**src/rtl/mc_proc_sequencer_if.sv**
```systemverilog
// ---------------------------------------------------------------------------
// mc_proc_sequencer_if
// Bundle between the multi-cycle processor sequencer and its datapath.
//
// Datapath -> sequencer : opcode, imem_rdy, br_taken, mem_ack
// Sequencer -> datapath : ir_wr, pc_wr, pc_sel, reg_wr, wb_sel, alu_src,
//                         alu_ctrl, mem_req, mem_we, mdr_wr
// Sequencer status      : state, illegal, bus_err, cyc_cnt, ret_cnt
//
// Modports:
//   master - the sequencer (drives the control strobes and status)
//   slave  - the datapath / environment (drives opcode and handshakes)
// ---------------------------------------------------------------------------
interface mc_proc_sequencer_if;
    logic [7:0]  opcode;
    logic        imem_rdy;
    logic        br_taken;
    logic        mem_ack;

    logic        ir_wr;
    logic        pc_wr;
    logic [1:0]  pc_sel;
    logic        reg_wr;
    logic [1:0]  wb_sel;
    logic        alu_src;
    logic [7:0]  alu_ctrl;
    logic        mem_req;
    logic        mem_we;
    logic        mdr_wr;

    logic [2:0]  state;
    logic        illegal;
    logic        bus_err;
    logic [31:0] cyc_cnt;
    logic [31:0] ret_cnt;

    modport master (
        input  opcode, imem_rdy, br_taken, mem_ack,
        output ir_wr, pc_wr, pc_sel, reg_wr, wb_sel, alu_src, alu_ctrl,
               mem_req, mem_we, mdr_wr,
               state, illegal, bus_err, cyc_cnt, ret_cnt
    );

    modport slave (
        output opcode, imem_rdy, br_taken, mem_ack,
        input  ir_wr, pc_wr, pc_sel, reg_wr, wb_sel, alu_src, alu_ctrl,
               mem_req, mem_we, mdr_wr,
               state, illegal, bus_err, cyc_cnt, ret_cnt
    );
endinterface

```
**src/rtl/mc_proc_sequencer.sv**
```systemverilog
// ---------------------------------------------------------------------------
// mc_proc_sequencer
// Control FSM of a multi-cycle processor: fetch, decode, execute, data
// memory access and write-back, with sticky illegal-opcode and memory
// timeout flags.
//
// Ports:
//   clk   - sole clock, rising edge
//   reset - synchronous, active-high; forces FETCH and clears all flags
//   bus   - mc_proc_sequencer_if.master (opcode/handshakes in, control
//           strobes and status out)
//
// Parameters:
//   MEM_TIMEOUT - data-memory ack wait limit in cycles (1..255)
//   ALU_ADD     - alu_ctrl code used for address computation
//
// Optional feature macro: MC_SEQ_PERF_CNT_EN
//   defined   - cyc_cnt / ret_cnt performance counters are built
//   undefined - both counter outputs are tied to zero
//
// State | meaning
// ------+--------------------------------------------------------------
// FETCH | wait for imem_rdy, latch IR and advance PC to PC+4
// DECODE| classify op1; illegal class goes to HALT
// EXEC  | drive ALU; branches and JAL complete here
// MEM   | data-memory request until ack or timeout
// WB    | register-file write from ALU or MDR
// HALT  | all strobes low; left only through reset
// ---------------------------------------------------------------------------
module mc_proc_sequencer #(
    parameter int         MEM_TIMEOUT = 16,
    parameter logic [7:0] ALU_ADD     = 8'h07
) (
    input  logic                   clk,
    input  logic                   reset,
    mc_proc_sequencer_if.master    bus
);

    typedef enum logic [2:0] {
        S_FETCH  = 3'd0,
        S_DECODE = 3'd1,
        S_EXEC   = 3'd2,
        S_MEM    = 3'd3,
        S_WB     = 3'd4,
        S_HALT   = 3'd5
    } state_t;

    typedef enum logic [2:0] {
        C_ALUR,
        C_ALUI,
        C_LW,
        C_SW,
        C_BR,
        C_JAL,
        C_ILL
    } cls_t;

    localparam logic [1:0] PC_PLUS4  = 2'd0;
    localparam logic [1:0] PC_BRANCH = 2'd1;
    localparam logic [1:0] PC_ALU    = 2'd2;

    localparam logic [1:0] WB_ALU = 2'd0;
    localparam logic [1:0] WB_MDR = 2'd1;
    localparam logic [1:0] WB_PC  = 2'd2;

    // Last wait-counter value before the timeout fires: the counter reads
    // 0 in the first MEM cycle, so MEM_TIMEOUT-1 marks the final cycle.
    localparam logic [7:0] TO_LAST = 8'(MEM_TIMEOUT - 1);

    state_t      r_state;
    state_t      w_next;
    cls_t        w_cls;
    logic        r_illegal;
    logic        r_bus_err;
    logic [7:0]  r_wait_cnt;

    logic        w_set_illegal;
    logic        w_set_bus_err;
    logic        w_ir_wr;
    logic        w_pc_wr;
    logic [1:0]  w_pc_sel;
    logic        w_reg_wr;
    logic [1:0]  w_wb_sel;
    logic        w_alu_src;
    logic [7:0]  w_alu_ctrl;
    logic        w_mem_req;
    logic        w_mem_we;
    logic        w_mdr_wr;

    always_comb begin
        case (bus.opcode[7:4])
            4'h0:    w_cls = C_ALUR;
            4'h8:    w_cls = C_ALUI;
            4'h9:    w_cls = C_LW;
            4'h5:    w_cls = C_SW;
            4'h2:    w_cls = C_BR;
            4'hB:    w_cls = C_JAL;
            default: w_cls = C_ILL;
        endcase
    end

    always_ff @(posedge clk) begin
        if (reset) begin
            r_state    <= S_FETCH;
            r_illegal  <= 1'b0;
            r_bus_err  <= 1'b0;
            r_wait_cnt <= 8'd0;
        end else begin
            r_state <= w_next;
            if (w_set_illegal) begin
                r_illegal <= 1'b1;
            end
            if (w_set_bus_err) begin
                r_bus_err <= 1'b1;
            end
            // Held at zero outside MEM, so every MEM entry starts from 0.
            if (r_state == S_MEM) begin
                r_wait_cnt <= r_wait_cnt + 8'd1;
            end else begin
                r_wait_cnt <= 8'd0;
            end
        end
    end

    always_comb begin
        w_next        = r_state;
        w_set_illegal = 1'b0;
        w_set_bus_err = 1'b0;
        w_ir_wr       = 1'b0;
        w_pc_wr       = 1'b0;
        w_pc_sel      = PC_PLUS4;
        w_reg_wr      = 1'b0;
        w_wb_sel      = WB_ALU;
        w_alu_src     = 1'b0;
        w_alu_ctrl    = 8'h00;
        w_mem_req     = 1'b0;
        w_mem_we      = 1'b0;
        w_mdr_wr      = 1'b0;

        case (r_state)
            S_FETCH: begin
                if (bus.imem_rdy) begin
                    w_ir_wr  = 1'b1;
                    w_pc_wr  = 1'b1;
                    w_pc_sel = PC_PLUS4;
                    w_next   = S_DECODE;
                end
            end

            S_DECODE: begin
                if (w_cls == C_ILL) begin
                    w_set_illegal = 1'b1;
                    w_next        = S_HALT;
                end else begin
                    w_next = S_EXEC;
                end
            end

            S_EXEC: begin
                case (w_cls)
                    C_ALUR: begin
                        w_alu_ctrl = bus.opcode;
                        w_next     = S_WB;
                    end
                    C_ALUI: begin
                        w_alu_ctrl = bus.opcode;
                        w_alu_src  = 1'b1;
                        w_next     = S_WB;
                    end
                    C_LW, C_SW: begin
                        w_alu_ctrl = ALU_ADD;
                        w_alu_src  = 1'b1;
                        w_next     = S_MEM;
                    end
                    C_BR: begin
                        w_alu_ctrl = bus.opcode;
                        w_pc_wr    = bus.br_taken;
                        w_pc_sel   = PC_BRANCH;
                        w_next     = S_FETCH;
                    end
                    C_JAL: begin
                        w_alu_ctrl = ALU_ADD;
                        w_alu_src  = 1'b1;
                        w_pc_wr    = 1'b1;
                        w_pc_sel   = PC_ALU;
                        w_reg_wr   = 1'b1;
                        w_wb_sel   = WB_PC;
                        w_next     = S_FETCH;
                    end
                    default: begin
                        // Opcode changed to an illegal class after decode.
                        w_set_illegal = 1'b1;
                        w_next        = S_HALT;
                    end
                endcase
            end

            S_MEM: begin
                w_mem_req  = 1'b1;
                w_mem_we   = (w_cls == C_SW);
                w_alu_ctrl = ALU_ADD;
                w_alu_src  = 1'b1;
                // An ack in the final wait cycle still wins over the timeout.
                if (bus.mem_ack) begin
                    if (w_cls == C_SW) begin
                        w_next = S_FETCH;
                    end else begin
                        w_mdr_wr = 1'b1;
                        w_next   = S_WB;
                    end
                end else if (r_wait_cnt == TO_LAST) begin
                    w_set_bus_err = 1'b1;
                    w_next        = S_HALT;
                end
            end

            S_WB: begin
                w_reg_wr = 1'b1;
                w_wb_sel = (w_cls == C_LW) ? WB_MDR : WB_ALU;
                w_next   = S_FETCH;
            end

            S_HALT: begin
                w_next = S_HALT;
            end

            default: begin
                w_next = S_HALT;
            end
        endcase

        // Strobes are silenced in the cycle reset is sampled, even mid-MEM.
        if (reset) begin
            w_ir_wr    = 1'b0;
            w_pc_wr    = 1'b0;
            w_pc_sel   = PC_PLUS4;
            w_reg_wr   = 1'b0;
            w_wb_sel   = WB_ALU;
            w_alu_src  = 1'b0;
            w_alu_ctrl = 8'h00;
            w_mem_req  = 1'b0;
            w_mem_we   = 1'b0;
            w_mdr_wr   = 1'b0;
        end
    end

    assign bus.ir_wr    = w_ir_wr;
    assign bus.pc_wr    = w_pc_wr;
    assign bus.pc_sel   = w_pc_sel;
    assign bus.reg_wr   = w_reg_wr;
    assign bus.wb_sel   = w_wb_sel;
    assign bus.alu_src  = w_alu_src;
    assign bus.alu_ctrl = w_alu_ctrl;
    assign bus.mem_req  = w_mem_req;
    assign bus.mem_we   = w_mem_we;
    assign bus.mdr_wr   = w_mdr_wr;
    assign bus.state    = r_state;
    assign bus.illegal  = r_illegal;
    assign bus.bus_err  = r_bus_err;

`ifdef MC_SEQ_PERF_CNT_EN
    logic        w_retire;
    logic [31:0] r_cyc_cnt;
    logic [31:0] r_ret_cnt;

    // Retire points: branch/JAL leaving EXEC, store ack, any WB exit.
    assign w_retire = ((r_state == S_EXEC) && ((w_cls == C_BR) || (w_cls == C_JAL)))
                   || ((r_state == S_MEM) && bus.mem_ack && (w_cls == C_SW))
                   ||  (r_state == S_WB);

    always_ff @(posedge clk) begin
        if (reset) begin
            r_cyc_cnt <= 32'd0;
            r_ret_cnt <= 32'd0;
        end else begin
            r_cyc_cnt <= r_cyc_cnt + 32'd1;
            if (w_retire) begin
                r_ret_cnt <= r_ret_cnt + 32'd1;
            end
        end
    end

    assign bus.cyc_cnt = r_cyc_cnt;
    assign bus.ret_cnt = r_ret_cnt;
`else
    assign bus.cyc_cnt = 32'd0;
    assign bus.ret_cnt = 32'd0;
`endif

endmodule

```
**src/flat_wrapper.sv**
```systemverilog
// flat-port wrapper written by rule: the top's interface ports become plain ports
module mc_proc_sequencer_flat 
#(
    parameter int         MEM_TIMEOUT = 16,
    parameter logic [7:0] ALU_ADD     = 8'h07
)
  (clk, reset, bus_opcode, bus_imem_rdy, bus_br_taken, bus_mem_ack, bus_ir_wr, bus_pc_wr, bus_pc_sel, bus_reg_wr, bus_wb_sel, bus_alu_src, bus_alu_ctrl, bus_mem_req, bus_mem_we, bus_mdr_wr, bus_state, bus_illegal, bus_bus_err, bus_cyc_cnt, bus_ret_cnt);
  mc_proc_sequencer_if bus_i ();
  input  logic clk;
  input  logic reset;
  input wire logic [$bits(bus_i.opcode)-1:0] bus_opcode;
  input wire logic [$bits(bus_i.imem_rdy)-1:0] bus_imem_rdy;
  input wire logic [$bits(bus_i.br_taken)-1:0] bus_br_taken;
  input wire logic [$bits(bus_i.mem_ack)-1:0] bus_mem_ack;
  output wire logic [$bits(bus_i.ir_wr)-1:0] bus_ir_wr;
  output wire logic [$bits(bus_i.pc_wr)-1:0] bus_pc_wr;
  output wire logic [$bits(bus_i.pc_sel)-1:0] bus_pc_sel;
  output wire logic [$bits(bus_i.reg_wr)-1:0] bus_reg_wr;
  output wire logic [$bits(bus_i.wb_sel)-1:0] bus_wb_sel;
  output wire logic [$bits(bus_i.alu_src)-1:0] bus_alu_src;
  output wire logic [$bits(bus_i.alu_ctrl)-1:0] bus_alu_ctrl;
  output wire logic [$bits(bus_i.mem_req)-1:0] bus_mem_req;
  output wire logic [$bits(bus_i.mem_we)-1:0] bus_mem_we;
  output wire logic [$bits(bus_i.mdr_wr)-1:0] bus_mdr_wr;
  output wire logic [$bits(bus_i.state)-1:0] bus_state;
  output wire logic [$bits(bus_i.illegal)-1:0] bus_illegal;
  output wire logic [$bits(bus_i.bus_err)-1:0] bus_bus_err;
  output wire logic [$bits(bus_i.cyc_cnt)-1:0] bus_cyc_cnt;
  output wire logic [$bits(bus_i.ret_cnt)-1:0] bus_ret_cnt;
  assign bus_i.opcode = bus_opcode;
  assign bus_i.imem_rdy = bus_imem_rdy;
  assign bus_i.br_taken = bus_br_taken;
  assign bus_i.mem_ack = bus_mem_ack;
  assign bus_ir_wr = bus_i.ir_wr;
  assign bus_pc_wr = bus_i.pc_wr;
  assign bus_pc_sel = bus_i.pc_sel;
  assign bus_reg_wr = bus_i.reg_wr;
  assign bus_wb_sel = bus_i.wb_sel;
  assign bus_alu_src = bus_i.alu_src;
  assign bus_alu_ctrl = bus_i.alu_ctrl;
  assign bus_mem_req = bus_i.mem_req;
  assign bus_mem_we = bus_i.mem_we;
  assign bus_mdr_wr = bus_i.mdr_wr;
  assign bus_state = bus_i.state;
  assign bus_illegal = bus_i.illegal;
  assign bus_bus_err = bus_i.bus_err;
  assign bus_cyc_cnt = bus_i.cyc_cnt;
  assign bus_ret_cnt = bus_i.ret_cnt;
  mc_proc_sequencer #(.MEM_TIMEOUT(MEM_TIMEOUT), .ALU_ADD(ALU_ADD)) u_core (.clk(clk), .reset(reset), .bus(bus_i));
endmodule
```
**config.mk**
```make
export PLATFORM = sky130hd
export DESIGN_NAME = mc_proc_sequencer_flat
export DESIGN_NICKNAME = d
export VERILOG_FILES = /design/src/rtl/mc_proc_sequencer_if.sv /design/src/rtl/mc_proc_sequencer.sv /design/src/flat_wrapper.sv
export SDC_FILE = /design/constraint.sdc
export NUM_CORES = 1
export LEC_CHECK = 0
export ABC_AREA = 1
export CORE_MARGIN = 5
export CORE_UTILIZATION = 36
export DETAILED_ROUTE_END_ITERATION = 8
export GPL_ROUTABILITY_DRIVEN = 0
export PLACE_DENSITY_LB_ADDON = 0.08
export SYNTH_ARGS = -nofsm -noshare
export SYNTH_HDL_FRONTEND = slang
export SYNTH_SLANG_ARGS = --single-unit
```
**constraint.sdc**
```tcl
create_clock -name clk -period 3.6 [get_ports clk]
set_clock_uncertainty 0.2 [all_clocks]
set_input_delay 1.08 -clock clk [delete_from_list [all_inputs] [get_ports clk]]
set_output_delay 1.08 -clock clk [all_outputs]
set_load 0.03 [all_outputs]
```
==> results.toml <==
[setup_path]
path_buf_inv = 6
r2r_slack_ns = 2.04
arrival_ns = 2.39
r2r_end = "u_core.bus.state[2]$_SDFFE_PP0P_"
r2r_cells = 8
crit_chain = "buf_8, clkinvlp_4, nand2_1, nand2_2, nand2_4, buf_4, buf_4, nand2_4, nor2_4, buf_6, nand2_1, nor2_2, buf_6"
path_depth = 13
cp-end-kind = "output pin"
worstPathMaxFanout = 6
max_stage_delay_ns = 0.18
crit_path_top_delay_cell = "nor2_4"
r2r-start = "u_core.r_wait_cnt[0]$_SDFF_PN0_"
crit_family = "buffers and inverters"
required_ns = 2.32
critPathLaunchType = "primary input"
critPathKind = "primary input to output pin"

[hold_path]
worstHoldPathCells = 1
hold_start = "u_core.r_wait_cnt[0]$_SDFF_PN0_"
hold_class = "flop to flop"
whs_endpoint = "u_core.r_wait_cnt[0]$_SDFF_PN0_"

[yosys]
netlist_instances = 229
syn_avg_cell_area_um2 = 6.59
syn_area_um2 = 1510
ys_ff_latch = 13
ys_seq_area_frac = 0.172
synth_cell_types = 27
yosys_warnings = 0

[sta]
drv_slew = 0
setup_ws_ns = -0.0705
setup_viol = 11
hold_viol_final = 0
rsz0062_at_grt = "yes"
fmaxAchievable_mhz = 272
fin_setup_tns_ns = -0.357
period_needed_ns = 3.67
fin_crit_sh = 1.02

[run_status]
status = "finished, violations left"
failed_checks = "setup timing"

[floorplan]
start_util = 0.375
coreArea_um2 = 4030
boundaryPins = 101
dieArea_um2 = 5590
die_w_um = 74.7
fp-row-count = 23
die_h_um = 74.7

[cts]
root_buffer = "clkbuf_8"
clockBufferDepth = 2
cts_tree = "built"
cts_made_buffers = 3
cts_htree_levels = 1
clk_latency_ns = 0.24
clkSinkCount = 13
clk_pin_slew_worst_paths_ns = 0.05
hold_buffers = 0

[grt]
grt_overflow = 0
grt_pass1_wl_mm = 5.24
grt_max_degree = 8
grt_use_total = 0.116
antenna_found_initial = 0
grt_pass1_vias = 1161

[final_layout]
drive_gt1_frac = 0.349
n_antenna_cell = 0
final-seq-area_um2 = 260
layout_commonest_cell = "conb_1"
fillCellCount = 401
multi_input_area_um2 = 1050
syn_to_final_growth_pct = 44.7
final_cell_mix = "64 x conb_1, 35 x nand2_1, 32 x buf_4"
final_nets = 316
instances_no_fill = 348

[flow_run]
drv_cap = 0

[placement]
preCtsSetupSlack_ns = -0.591
post-dp-hpwl_mm = 2.86
place_inst = 335
place.port_buffers = 36

[drt]
num_vias = 1390
highest_layer = "met4"
viasPerCell = 3.99
drt_wl_total_mm = 3.36
wl_met2_mm = 1.61
first_iter_violations = 43
ant_nets = 0
drtPass1Iterations = 4
drt-met1-wl_mm = 1.37
wl_met3_um = 379
routedWlPerCell_um = 9.66
drc = 0

[power_and_ir_drop]
powerDensity_nw_per_um2 = 279
ir_drop_mv = 0.171
p_leak_nw = 1.10
p_total_mw = 0.610
-- registers in the layout, indices dropped and copies added, names as in the netlist --
signal and flops:
u_core.bus.bus_err 1, u_core.r_wait_cnt 8, u_core.bus.illegal 1, u_core.bus.state 3
-- per-stage QoR --
| step | hold WS [ns] | area [um2] | util |
|---|---|---|---|
| 2_1_floorplan | 0.218 | 1860 | - |
| 3_3_place_gp | 0.233 | 1950 | 0.483 |
| 3_5_place_dp | 0.236 | 1950 | 0.483 |
| 4_1_cts | 0.249 | 2120 | 0.526 |
| 5_1_grt | 0.254 | 2180 | 0.542 |
| 6_report | 0.248 | 2180 | 0.542 |
-- power breakdown --
group | total [mW] | leakage, nW | switching, mW | internal [mW]
registers | 0.164 | 0.105 | 0.0111 | 0.153
logic | 0.317 | 0.970 | 0.216 | 0.101
clock network | 0.128 | 0.0228 | 0.0503 | 0.0781
-- synthesized netlist by cell type --
cell type / number / area (um2)
buf_4: 65 / 488
nand2_1: 39 / 146
nor2_1: 29 / 109
inv_1: 19 / 71.3
dfxtp_1: 13 / 260
nand3_1: 13 / 65.1
a21oi_1: 8 / 40.0
inv_2: 6 / 22.5
nor3_1: 5 / 25.0
ha_1: 4 / 50.1
nand2_2: 3 / 18.8
nor2_2: 3 / 18.8
nor2_4: 3 / 33.8
o21ai_0: 3 / 15.0
nand2_4: 2 / 22.5
nand3_4: 2 / 35.0
or2_2: 2 / 12.5
a21boi_1: 1 / 7.51
a2bb2oi_1: 1 / 8.76
conb_1: 1 / 3.75
inv_4: 1 / 6.26
nand4_2: 1 / 12.5
nor3b_1: 1 / 7.51
nor4_1: 1 / 6.26
o21ai_1: 1 / 5.00
xnor2_1: 1 / 8.76
xor2_1: 1 / 8.76
-- per-layer routing --
| metal | vias to the layer above | GRT usage |
|---|---|---|
| met5 | - | 0 |
| met4 | 0 | 0.0217 |
| met3 | 2 | 0.0254 |
| met2 | 61 | 0.199 |
| met1 | 609 | 0.152 |
| li1 | 718 | - |
-- how the worst max path moves through the flow --
stage	start	endpoint	slack [ns]
3_5_place_dp	bus_opcode[4]	bus_alu_ctrl[6]	-0.59
4_1_cts	bus_opcode[4]	bus_alu_ctrl[1]	-0.14
6_report	bus_opcode[7]	bus_alu_ctrl[3]	-0.07
3_3_place_gp	bus_opcode[7]	bus_pc_sel[0]	-0.57
2_1_floorplan	bus_opcode[7]	bus_wb_sel[1]	-0.004
5_1_grt	bus_opcode[4]	bus_alu_ctrl[1]	-0.19
-- layout make-up --
cell class / instances / share of cell area
Inverter: 26 / 0.0527
Sequential cell: 13 / 0.119
Tap cell: 50 / 0.0287
Multi-Input combinational cell: 188 / 0.480
Timing Repair Buffer: 67 / 0.299
Clock buffer: 4 / 0.0206
-- timing repair --
item                                    in CTS  in global routing
endpoints found under the setup margin      17                 17
pin swaps                                   18                 13
resized for setup                           41                 16
buffers inserted                             7                  2
-- kinds of logic (layout without fill, tap and decap cells) --
logic type                 after synthesis  in the layout  synth area share
AOI/OAI and AO/OA                       14             14            0.0506
buffers and inverters                   91             97             0.390
DFF                                     13             13             0.172
other                                    1             64           0.00249
xor gates and xnor gates                 2              2            0.0116
adders and majority gates                4              4            0.0332
and+or+nand+nor                        104            104             0.340
(Power assumes the default switching activity.)
